`config.mk`:
```
export PLATFORM = sky130hd
export DESIGN_NAME = sevenseg_scan_capture
export DESIGN_NICKNAME = d
export VERILOG_FILES = /design/src/rtl/sevenseg_scan_capture.sv
export SDC_FILE = /design/constraint.sdc
export NUM_CORES = 1
export LEC_CHECK = 0
export CORE_MARGIN = 5
export CORE_UTILIZATION = 49
export CTS_CLUSTER_DIAMETER = 150
export CTS_CLUSTER_SIZE = 10
export DETAILED_ROUTE_END_ITERATION = 12
export PLACE_DENSITY_LB_ADDON = 0.3
export RECOVER_POWER = 25
export SYNTH_ARGS = -nofsm -noshare
export SYNTH_HDL_FRONTEND = slang
export SYNTH_SLANG_ARGS = --single-unit
```
`constraint.sdc`:
```
create_clock -name wb_clk_i -period 1.8 [get_ports wb_clk_i]
set_input_delay 0.54 -clock wb_clk_i [delete_from_list [all_inputs] [get_ports wb_clk_i]]
set_output_delay 0.54 -clock wb_clk_i [all_outputs]
set_load 0.02 [all_outputs]
```
`src/rtl/sevenseg_scan_capture.sv`:
```
// Receive side of a multiplexed seven-segment display: synchronises the scan lines,
// waits for a stable one-hot strobe and decodes each digit back to a hex nibble.
// Optional macro SEVENSEG_SCAN_CAPTURE_TIMEOUT_EN adds stale_o and a data-age timeout.
module sevenseg_scan_capture #(
   parameter int NDIG    = 4,
   parameter int SETTLE  = 4,
   parameter int TIMEOUT = 1000000
) (
   input  logic                wb_clk_i,
   input  logic                wb_rst_n,
   input  logic [7:0]          seg_i,
   input  logic [NDIG-1:0]     dig_i,
   input  logic                err_clr_i,
`ifdef SEVENSEG_SCAN_CAPTURE_TIMEOUT_EN
   output logic                stale_o,
`endif
   output logic [4*NDIG-1:0]   digits_o,
   output logic [NDIG-1:0]     dp_o,
   output logic [NDIG-1:0]     valid_o,
   output logic                frame_o,
   output logic                err_o
);

   localparam int CW = (SETTLE < 2) ? 1 : $clog2(SETTLE + 1);

   typedef enum logic [1:0] {S_IDLE, S_SETTLE, S_HOLD} state_t;

   state_t              state_q, state_d;
   logic [CW-1:0]       cnt_q, cnt_d;
   logic [7:0]          seg_s1_q, seg_s2_q, ss_prev_q;
   logic [NDIG-1:0]     dig_s1_q, dig_s2_q, sd_prev_q;
   logic [4*NDIG-1:0]   digits_q, digits_d;
   logic [NDIG-1:0]     dp_q, dp_d;
   logic [NDIG-1:0]     valid_q, valid_d;
   logic [NDIG-1:0]     mask_q, mask_d;
   logic                err_q, err_d;

   logic [7:0]          ss;
   logic [NDIG-1:0]     sd;
   logic                onehot, sd_chg, ss_chg;
   logic                start, settle_done, cap, new_err;
   logic [4:0]          dec;

   function automatic logic [4:0] seg_decode(input logic [6:0] p);
      case (p)
         7'h3F:   return {1'b1, 4'h0};
         7'h06:   return {1'b1, 4'h1};
         7'h5B:   return {1'b1, 4'h2};
         7'h4F:   return {1'b1, 4'h3};
         7'h66:   return {1'b1, 4'h4};
         7'h6D:   return {1'b1, 4'h5};
         7'h7D:   return {1'b1, 4'h6};
         7'h07:   return {1'b1, 4'h7};
         7'h7F:   return {1'b1, 4'h8};
         7'h6F:   return {1'b1, 4'h9};
         7'h77:   return {1'b1, 4'hA};
         7'h7C:   return {1'b1, 4'hB};
         7'h39:   return {1'b1, 4'hC};
         7'h5E:   return {1'b1, 4'hD};
         7'h79:   return {1'b1, 4'hE};
         7'h71:   return {1'b1, 4'hF};
         default: return 5'h00;
      endcase
   endfunction

   // Two-flop synchroniser plus a delayed copy used for change detection.
   always_ff @(posedge wb_clk_i or negedge wb_rst_n) begin
      if (!wb_rst_n) begin
         seg_s1_q  <= '0;
         seg_s2_q  <= '0;
         ss_prev_q <= '0;
         dig_s1_q  <= '0;
         dig_s2_q  <= '0;
         sd_prev_q <= '0;
      end else begin
         seg_s1_q  <= seg_i;
         seg_s2_q  <= seg_s1_q;
         ss_prev_q <= seg_s2_q;
         dig_s1_q  <= dig_i;
         dig_s2_q  <= dig_s1_q;
         sd_prev_q <= dig_s2_q;
      end
   end

   assign ss     = seg_s2_q;
   assign sd     = dig_s2_q;
   assign onehot = (sd != '0) && ((sd & (sd - NDIG'(1))) == '0);
   assign sd_chg = (sd != sd_prev_q);
   assign ss_chg = (ss != ss_prev_q);

   // The first one-hot cycle already counts as one stable cycle, so capture
   // lands SETTLE cycles after the synchronised strobe appears.
   assign start       = onehot && ((state_q == S_IDLE) || ((state_q == S_HOLD) && sd_chg));
   assign settle_done = (state_q == S_SETTLE) && !sd_chg && !ss_chg &&
                        (cnt_q == CW'(SETTLE - 1));
   assign cap         = (start && (SETTLE == 1)) || settle_done;

   always_ff @(posedge wb_clk_i or negedge wb_rst_n) begin
      if (!wb_rst_n) begin
         state_q <= S_IDLE;
         cnt_q   <= '0;
      end else begin
         state_q <= state_d;
         cnt_q   <= cnt_d;
      end
   end

   always_comb begin
      state_d = state_q;
      cnt_d   = cnt_q;
      case (state_q)
         S_IDLE, S_HOLD: begin
            if (start) begin
               state_d = (SETTLE == 1) ? S_HOLD : S_SETTLE;
               cnt_d   = CW'(1);
            end else if (state_q == S_HOLD && sd_chg) begin
               state_d = S_IDLE;
            end
         end
         S_SETTLE: begin
            if (sd_chg) begin
               state_d = onehot ? S_SETTLE : S_IDLE;
               cnt_d   = CW'(1);
            end else if (ss_chg) begin
               cnt_d = CW'(1);
            end else if (settle_done) begin
               state_d = S_HOLD;
            end else begin
               cnt_d = cnt_q + CW'(1);
            end
         end
         default: state_d = S_IDLE;
      endcase
   end

`ifdef SEVENSEG_SCAN_CAPTURE_TIMEOUT_EN
   localparam int TW = $clog2(TIMEOUT + 1);

   logic [TW-1:0] tmo_q, tmo_d;
   logic          stale_q, stale_d;
   logic          tmo_hit;

   assign tmo_hit = !cap && (tmo_q == TW'(TIMEOUT - 1));

   always_comb begin
      tmo_d   = tmo_q;
      stale_d = stale_q;
      if (cap) begin
         tmo_d   = '0;
         stale_d = 1'b0;
      end else begin
         if (tmo_q != TW'(TIMEOUT))
            tmo_d = tmo_q + TW'(1);
         if (tmo_hit)
            stale_d = 1'b1;
      end
   end

   always_ff @(posedge wb_clk_i or negedge wb_rst_n) begin
      if (!wb_rst_n) begin
         tmo_q   <= '0;
         stale_q <= 1'b0;
      end else begin
         tmo_q   <= tmo_d;
         stale_q <= stale_d;
      end
   end

   assign stale_o = stale_q;
`endif

   assign dec = seg_decode(ss[6:0]);

   // Capture datapath: only the slot selected by the one-hot strobe is written.
   always_comb begin
      digits_d = digits_q;
      dp_d     = dp_q;
      valid_d  = valid_q;
      mask_d   = (&mask_q) ? '0 : mask_q;
      err_d    = err_q;
      new_err  = 1'b0;
      if (cap) begin
         for (int i = 0; i < NDIG; i++) begin
            if (sd[i]) begin
               dp_d[i]   = ss[7];
               mask_d[i] = 1'b1;
               if (dec[4]) begin
                  digits_d[4*i +: 4] = dec[3:0];
                  valid_d[i]         = 1'b1;
               end else if (ss[6:0] == 7'h00) begin
                  digits_d[4*i +: 4] = 4'h0;
                  valid_d[i]         = 1'b0;
               end else begin
                  valid_d[i] = 1'b0;
                  new_err    = 1'b1;
               end
            end
         end
         // Strobe already moving in the first synchroniser stage at capture time.
         if (dig_s1_q != sd)
            new_err = 1'b1;
      end
`ifdef SEVENSEG_SCAN_CAPTURE_TIMEOUT_EN
      if (tmo_hit) begin
         valid_d = '0;
         mask_d  = '0;
      end
`endif
      if (err_clr_i)
         err_d = 1'b0;
      if (new_err)
         err_d = 1'b1;
   end

   always_ff @(posedge wb_clk_i or negedge wb_rst_n) begin
      if (!wb_rst_n) begin
         digits_q <= '0;
         dp_q     <= '0;
         valid_q  <= '0;
         mask_q   <= '0;
         err_q    <= 1'b0;
      end else begin
         digits_q <= digits_d;
         dp_q     <= dp_d;
         valid_q  <= valid_d;
         mask_q   <= mask_d;
         err_q    <= err_d;
      end
   end

   assign digits_o = digits_q;
   assign dp_o     = dp_q;
   assign valid_o  = valid_q;
   assign frame_o  = &mask_q;
   assign err_o    = err_q;

endmodule
```
# == Word-level counts from Yosys, hierarchy flattened ==
# Index checks and enable logic that the tools add are counted.
# totals
out_inout_bits,26
ff_bits,70
inputBits,15
word_cells,118
# classes
add_sub_neg,2
mux,38
bitwise_logic,1
eq_ne,27
reduce_logical,28
# op_table
op,count
equality test 7 bit (second input constant),12
one-hot mux 5 bit (16 select lines),1
two-way mux 1 bit,22
AND reduction 3 bit,6
two-way mux 4 bit,4
equality test 7 x 3 -> 1 bit (second input constant),2
equality test 7 x 6 -> 1 bit (second input constant),2
two-way mux 3 bit,4
two-way mux 2 bit,5
!= test 3 bit (second input constant),3
!= test 4 bit,2
!= test 8 bit,1
AND reduction 2 bit,4
zero test 7 bit,1
logical AND 1 bit,6
one-hot mux 3 bit (2 select lines),1
nonzero test 2 bit,3
bitwise AND 4 bit,1
zero test 4 bit,1
!= test 4 bit (second input constant),1
one-hot mux 2 bit (2 select lines),1
AND reduction 4 bit,1
nonzero test 4 bit,1
subtractor 4 x 1 -> 4 bit (second input constant),1
other kinds (9),10

# == Depth between registers and ports, before layout ==
# logic_depth
depth_word,16
depth_mapped,7
ltp_nobuf,6

# == Least setup slack after synthesis ==
# OpenSTA, ideal clock, no wires.
# synth_path
path_kind,register to register
startpoint,register dig_s2_q[0]
endpoint,register cnt_q[0]
synth_period_minus_slack_ns,2.018
path_stages_with_launch,7
path_buffers,1
path_slack_ns,-0.218
setup_ns,0.125
required_time_ns,1.675
t_arrival_ns,1.893
path_cell_list,dfrtp_1 buf_4 xor2_1 nor4_4 nand2_2 or4_4 mux2_2
# synth_via
elab_chain_len,7
word_cells_on_any_way,18
cone_classes,1 x add/sub; 3 x eq/ne; 2 x mux; 1 x bitwise; 11 x reduce/logical
# synth_lines
item,line_no,text
"start, declared",31,"logic [NDIG-1:0] dig_s1_q, dig_s2_q, sd_prev_q;"
"start signal, assigned",80,dig_s2_q <= dig_s1_q;
subtractor 4 x 1 -> 4 bit or != test 4 bit (tied branches),"87, 88",
bitwise AND 4 bit or zero test 1 bit (tied branches),"87, 94",
zero test 4 bit or logical AND 1 bit (tied branches),"87, 94",
logical AND 1 bit (on tied branches),"87, 94",
logical AND 1 bit (on tied branches),"93, 94",
!= test 2 bit (no source line) or != test 4 bit (tied branches),n/a,
AND reduction 3 bit (no source line),n/a,
"end signal, assigned",104,cnt_q <= cnt_d;
"end, declared",29,"logic [CW-1:0] cnt_q, cnt_d;"
# Parallel ways exist; a longest one is shown, timed or not.
# A chain may end at the register's enable or synchronous reset.

# == Worst setup path in the final report ==
# layout_path
startpoint,register seg_s2_q[0]
endpoint,"register digits_q[10], in the netlist digits_o[10]"
# layout_via
elab_chain_len,5
word_cells_on_any_way,25
cone_classes,17 x eq/ne; 2 x mux; 6 x reduce/logical
# layout_lines
item,line_no,text
"start, declared",30,"logic [7:0] seg_s1_q, seg_s2_q, ss_prev_q;"
"start signal, assigned",77,seg_s2_q <= seg_s1_q;
branches (longest 5 deep; another with one-hot mux 5 bit (16 select lines)),n/a,
"end signal, assigned",223,digits_q <= digits_d;
"end, declared",32,"logic [4*NDIG-1:0] digits_q, digits_d;"
# Several ways; the timed one is not identified.

==> flow_summary_export.csv <==
group,metric,value,unit
worst_setup_path,slowest_stage,"dfrtp_2",
floorplan,placementRows,29,
power_and_ir_drop,power_frac_comb,11.4,%
final_layout,multi_input_area,1519,um^2
grt,grt_pass1_wl,12190,um
synth,synth_area_leader_cell,"dfrtp_1",
run,drv_cap,0,
synth,ys_top_cells_by_area,"dfrtp_1 (56%), mux2i_1 (4.2%), a311oi_4 (3.4%), mux2_2 (3.3%), xor2_1 (3.1%)",
grt,grt_use_total,20.50,%
final_layout,stdcell_count,453,
worst_setup_path,cp-end-kind,"flop",
synth,async_reset_ff_share,100.0,%
clock_tree,cts_sinks,70,
worst_setup_path,cp.required,2.07,ns
timing,finalWorstSetupSlack,-0.2646,ns
clock_tree,ctsHtreeMaxLevel,3,
final_layout,n_antenna_cell,0,
placed_design,globalplace.congestion,0.8884,
synth,synth_ff_type,"dfrtp_1",
drt,vias,2395,
placed_design,placed_cells,415,
synth,synth_warnings,0,
worst_setup_path,worst_setup_path_start_kind,"flop",
worst_setup_path,worstPathCellList,"buf_6 -> or3_4 -> a211oi_4 -> nor2_4 -> a311oi_4 -> buf_6 -> mux2i_1",
power_and_ir_drop,finalPower,0.003362,W
timing,drv_slew,0,
timing,clock_skew,0.008699,ns
floorplan,pin_count,41,
timing,final_hold_viol_count,0,
drt,via_per_inst,5.287,
worst_setup_path,cp_common_cell,"buf_6",
grt,grt_antenna_before_repair,0,
final_layout,syn_to_final_growth,50.02,%
hold_path,hold_path_class,"flop to flop",
power_and_ir_drop,switchingPower,0.0008568,W
worst_setup_path,critical_path.max_fanout,6,
clock_tree,cts_tree,"built",
clock_tree,numCtsBuffers,9,
power_and_ir_drop,peakVddDrop,0.5638,mV
drt,drt_first_iter_violations,138,
floorplan,die_w,89.66,um
worst_setup_path,path_class,"flop to flop",
floorplan,die-area,8038,um^2
synth,synth_edf_count,0,
synth,ys_ff_latch,70,
timing,tightest_slew,0.9221,ns
floorplan,core_area,6277,um^2
synth,synth_area,3109,um^2
synth,synthDistinctLibCells,52,
drt,ant_nets,0,
synth,synth_nets,275,
power_and_ir_drop,p_int,0.002505,W
synth,netlist_instances,258,
drt,routed_wl,7568,um
timing,rsz0062_at_grt,"true",
final_layout,fillers,418,
clock_tree,insertion_delay,0.35,ns
placed_design,post-dp-hpwl,4717,um
timing,setup_viol_count_final,30,
clock_tree,hold_buffers,0,
drt,routedWlPerCell,16.71,um
synth,ys_seq_area_share,56.34,%
power_and_ir_drop,leakage,2.174,nW
worst_setup_path,crit_family,"compound AO/OA/AOI/OAI gates",
drt,first_pass_iters,6,
synth,synth_top_area_share,56.34,%
clock_tree,clk_pin_slew,0.08,ns
power_and_ir_drop,seq_power_share,49.4,%
power_and_ir_drop,p_clk_share,39.2,%
final_layout,seq_area,1759,um^2
grt,grt_pass1_vias,2426,
placed_design,port_buffers,40,
final_layout,drive_gt1_share,41.49,%
timing,timing.final.crit_share,114.7,%
clock_tree,clockRootBuffer,"clkbuf_8",
synth,postSynthAreaPerCell,12.05,um^2
run_status,outcome,"finished with violations",
timing,final.min_clock_period,2.065,ns
run_status,violations,"setup timing",
power_and_ir_drop,power.share.switching,25.48,%
drt,drcViolationCount,0,
timing,fmax,0.4844,GHz
timing,slew-limit-headroom,38.53,%
power_and_ir_drop,p_per_area,720.8,nW/um^2
floorplan,initial_utilization,49.53,%
clock_tree,clockBufferDepth,2,
worst_setup_path,cp.arrival,2.34,ns
final_layout,layout.nets,388,
grt,grt_overflow,0,
grt,grt_max_degree,71,
worst_setup_path,worst-path-buf-inv,2,
worst_setup_path,max_stage_delay,0.47,ns
floorplan,die_h,89.66,um
synthesized netlist by cell type, drive strengths merged (5+ instances only):
| master | n |
|---|---|
| nor2 | 10 |
| mux2i | 13 |
| xor2 | 11 |
| buf | 10 |
| mux2 | 9 |
| nand3b | 5 |
| nand3 | 13 |
| xnor2 | 8 |
| a21oi | 5 |
| inv | 22 |
| dfrtp | 70 |
| nand4 | 5 |
| nand2 | 18 |
| o22ai | 7 |
| nor3 | 6 |
cells in the final DEF (no fill, tap or decap), types with 7 or more instances in the layout:
master,netlist,layout
nand2_1,17,15
clkbuf_8,0,10
xor2_1,11,7
buf_4,3,54
dfrtp_1,70,64
mux2i_1,13,13
buf_6,1,18
inv_1,22,22
nor2_1,10,9
clkdlybuf4s50_1,0,13
nand3_1,12,8
dlygate4sd2_1,0,25
mux2_2,9,7
worst reg2reg max path, cell delays in order, from the launching register on:
cell and delay [ns]:
dfrtp_2 0.47, buf_6 0.14, or3_4 0.37, a211oi_4 0.26, nor2_4 0.11, a311oi_4 0.32
buf_6 0.16, mux2i_1 0.18
power by group through the flow:
stage | Clock [W] | Combinational [W] | Sequential, W
5_1_grt | 0.00142 | 0.000411 | 0.00167
6_report | 0.00132 | 0.000383 | 0.00166
3_5_place_dp | 0 | 0.000290 | 0.00168
2_1_floorplan | 0 | 0.000160 | 0.00167
4_1_cts | 0.00134 | 0.000360 | 0.00166
3_3_place_gp | 0 | 0.000285 | 0.00168
through the flow:
stage          setup slack [ns]  util [%]  area, um^2  hold WS [ns]  TNS (ns)
3_3_place_gp            -0.3333     63.30        3974        0.3323    -7.698
4_1_cts                 -0.2583     72.35        4542        0.2050    -4.434
6_report                -0.2646     74.31        4664        0.3482    -5.031
3_5_place_dp            -0.4128     63.30        3974        0.3347    -8.969
2_1_floorplan           -0.2167         -        3177        0.2444    -3.463
5_1_grt                 -0.3687     74.31        4664        0.3427    -7.515
what timing repair did:
| item | in CTS | in global routing |
|---|---|---|
| resized for setup | 79 | 22 |
| pin swaps | 25 | 13 |
| gates cloned | 0 | 0 |
| endpoints found under the setup margin | 57 | 31 |
| setup buffers | 21 | 2 |
layout make-up:
type,instances,share of cell area [%]
Tap cell,77,2.065
Sequential cell,70,37.71
Timing Repair Buffer,114,21.46
Clock inverter,6,1.475
Clock buffer,10,2.951
Inverter,22,1.770
Multi-Input combinational cell,154,32.56
cell families after synthesis:
logic type | after synthesis | share of synthesized area [%]
flops | 70 | 56.34
buf+inv | 34 | 4.950
xor+xnor | 19 | 5.352
compound gates | 29 | 9.336
mux | 22 | 7.445
simple gates | 81 | 15.45
fa+ha+maj | 3 | 1.127
flip-flops by register name (all words and copies together), names as in the netlist:
signal	cells
ss_prev_q	8
valid_o	4
dig_s1_q	4
dig_s2_q	4
err_o	1
seg_s2_q	8
cnt_q	3
sd_prev_q	4
dp_o	4
seg_s1_q	8
digits_o	16
mask_q	4
state_q	2
worst paths after layout:
path	depth (start not counted)	slack, ns	end	start
worst min register to register	0	0.35	seg_s2_q[6]	seg_s1_q[6]
worst min-delay path	0	0.35	seg_s2_q[6]	seg_s1_q[6]
max in group asynchronous	2	0.72	seg_s2_q[1]	wb_rst_n
worst max register to register	7	-0.26	digits_o[10]	seg_s2_q[0]
min in group asynchronous	2	0.44	dig_s2_q[2]	wb_rst_n
worst max-delay path	7	-0.26	digits_o[10]	seg_s2_q[0]
metal layers:
layer	vias to the layer above	global-route usage (%)	part of all wire, %	wire [um]
met3	19	4.197	4.4	334
met1	1194	25.64	41	3123
met2	69	34.24	52	3909
li1	1113	-	-	-
met4	0	9.337	2.7	201
met5	-	0	0	0
No activity file was read; power rests on OpenSTA's default activity.
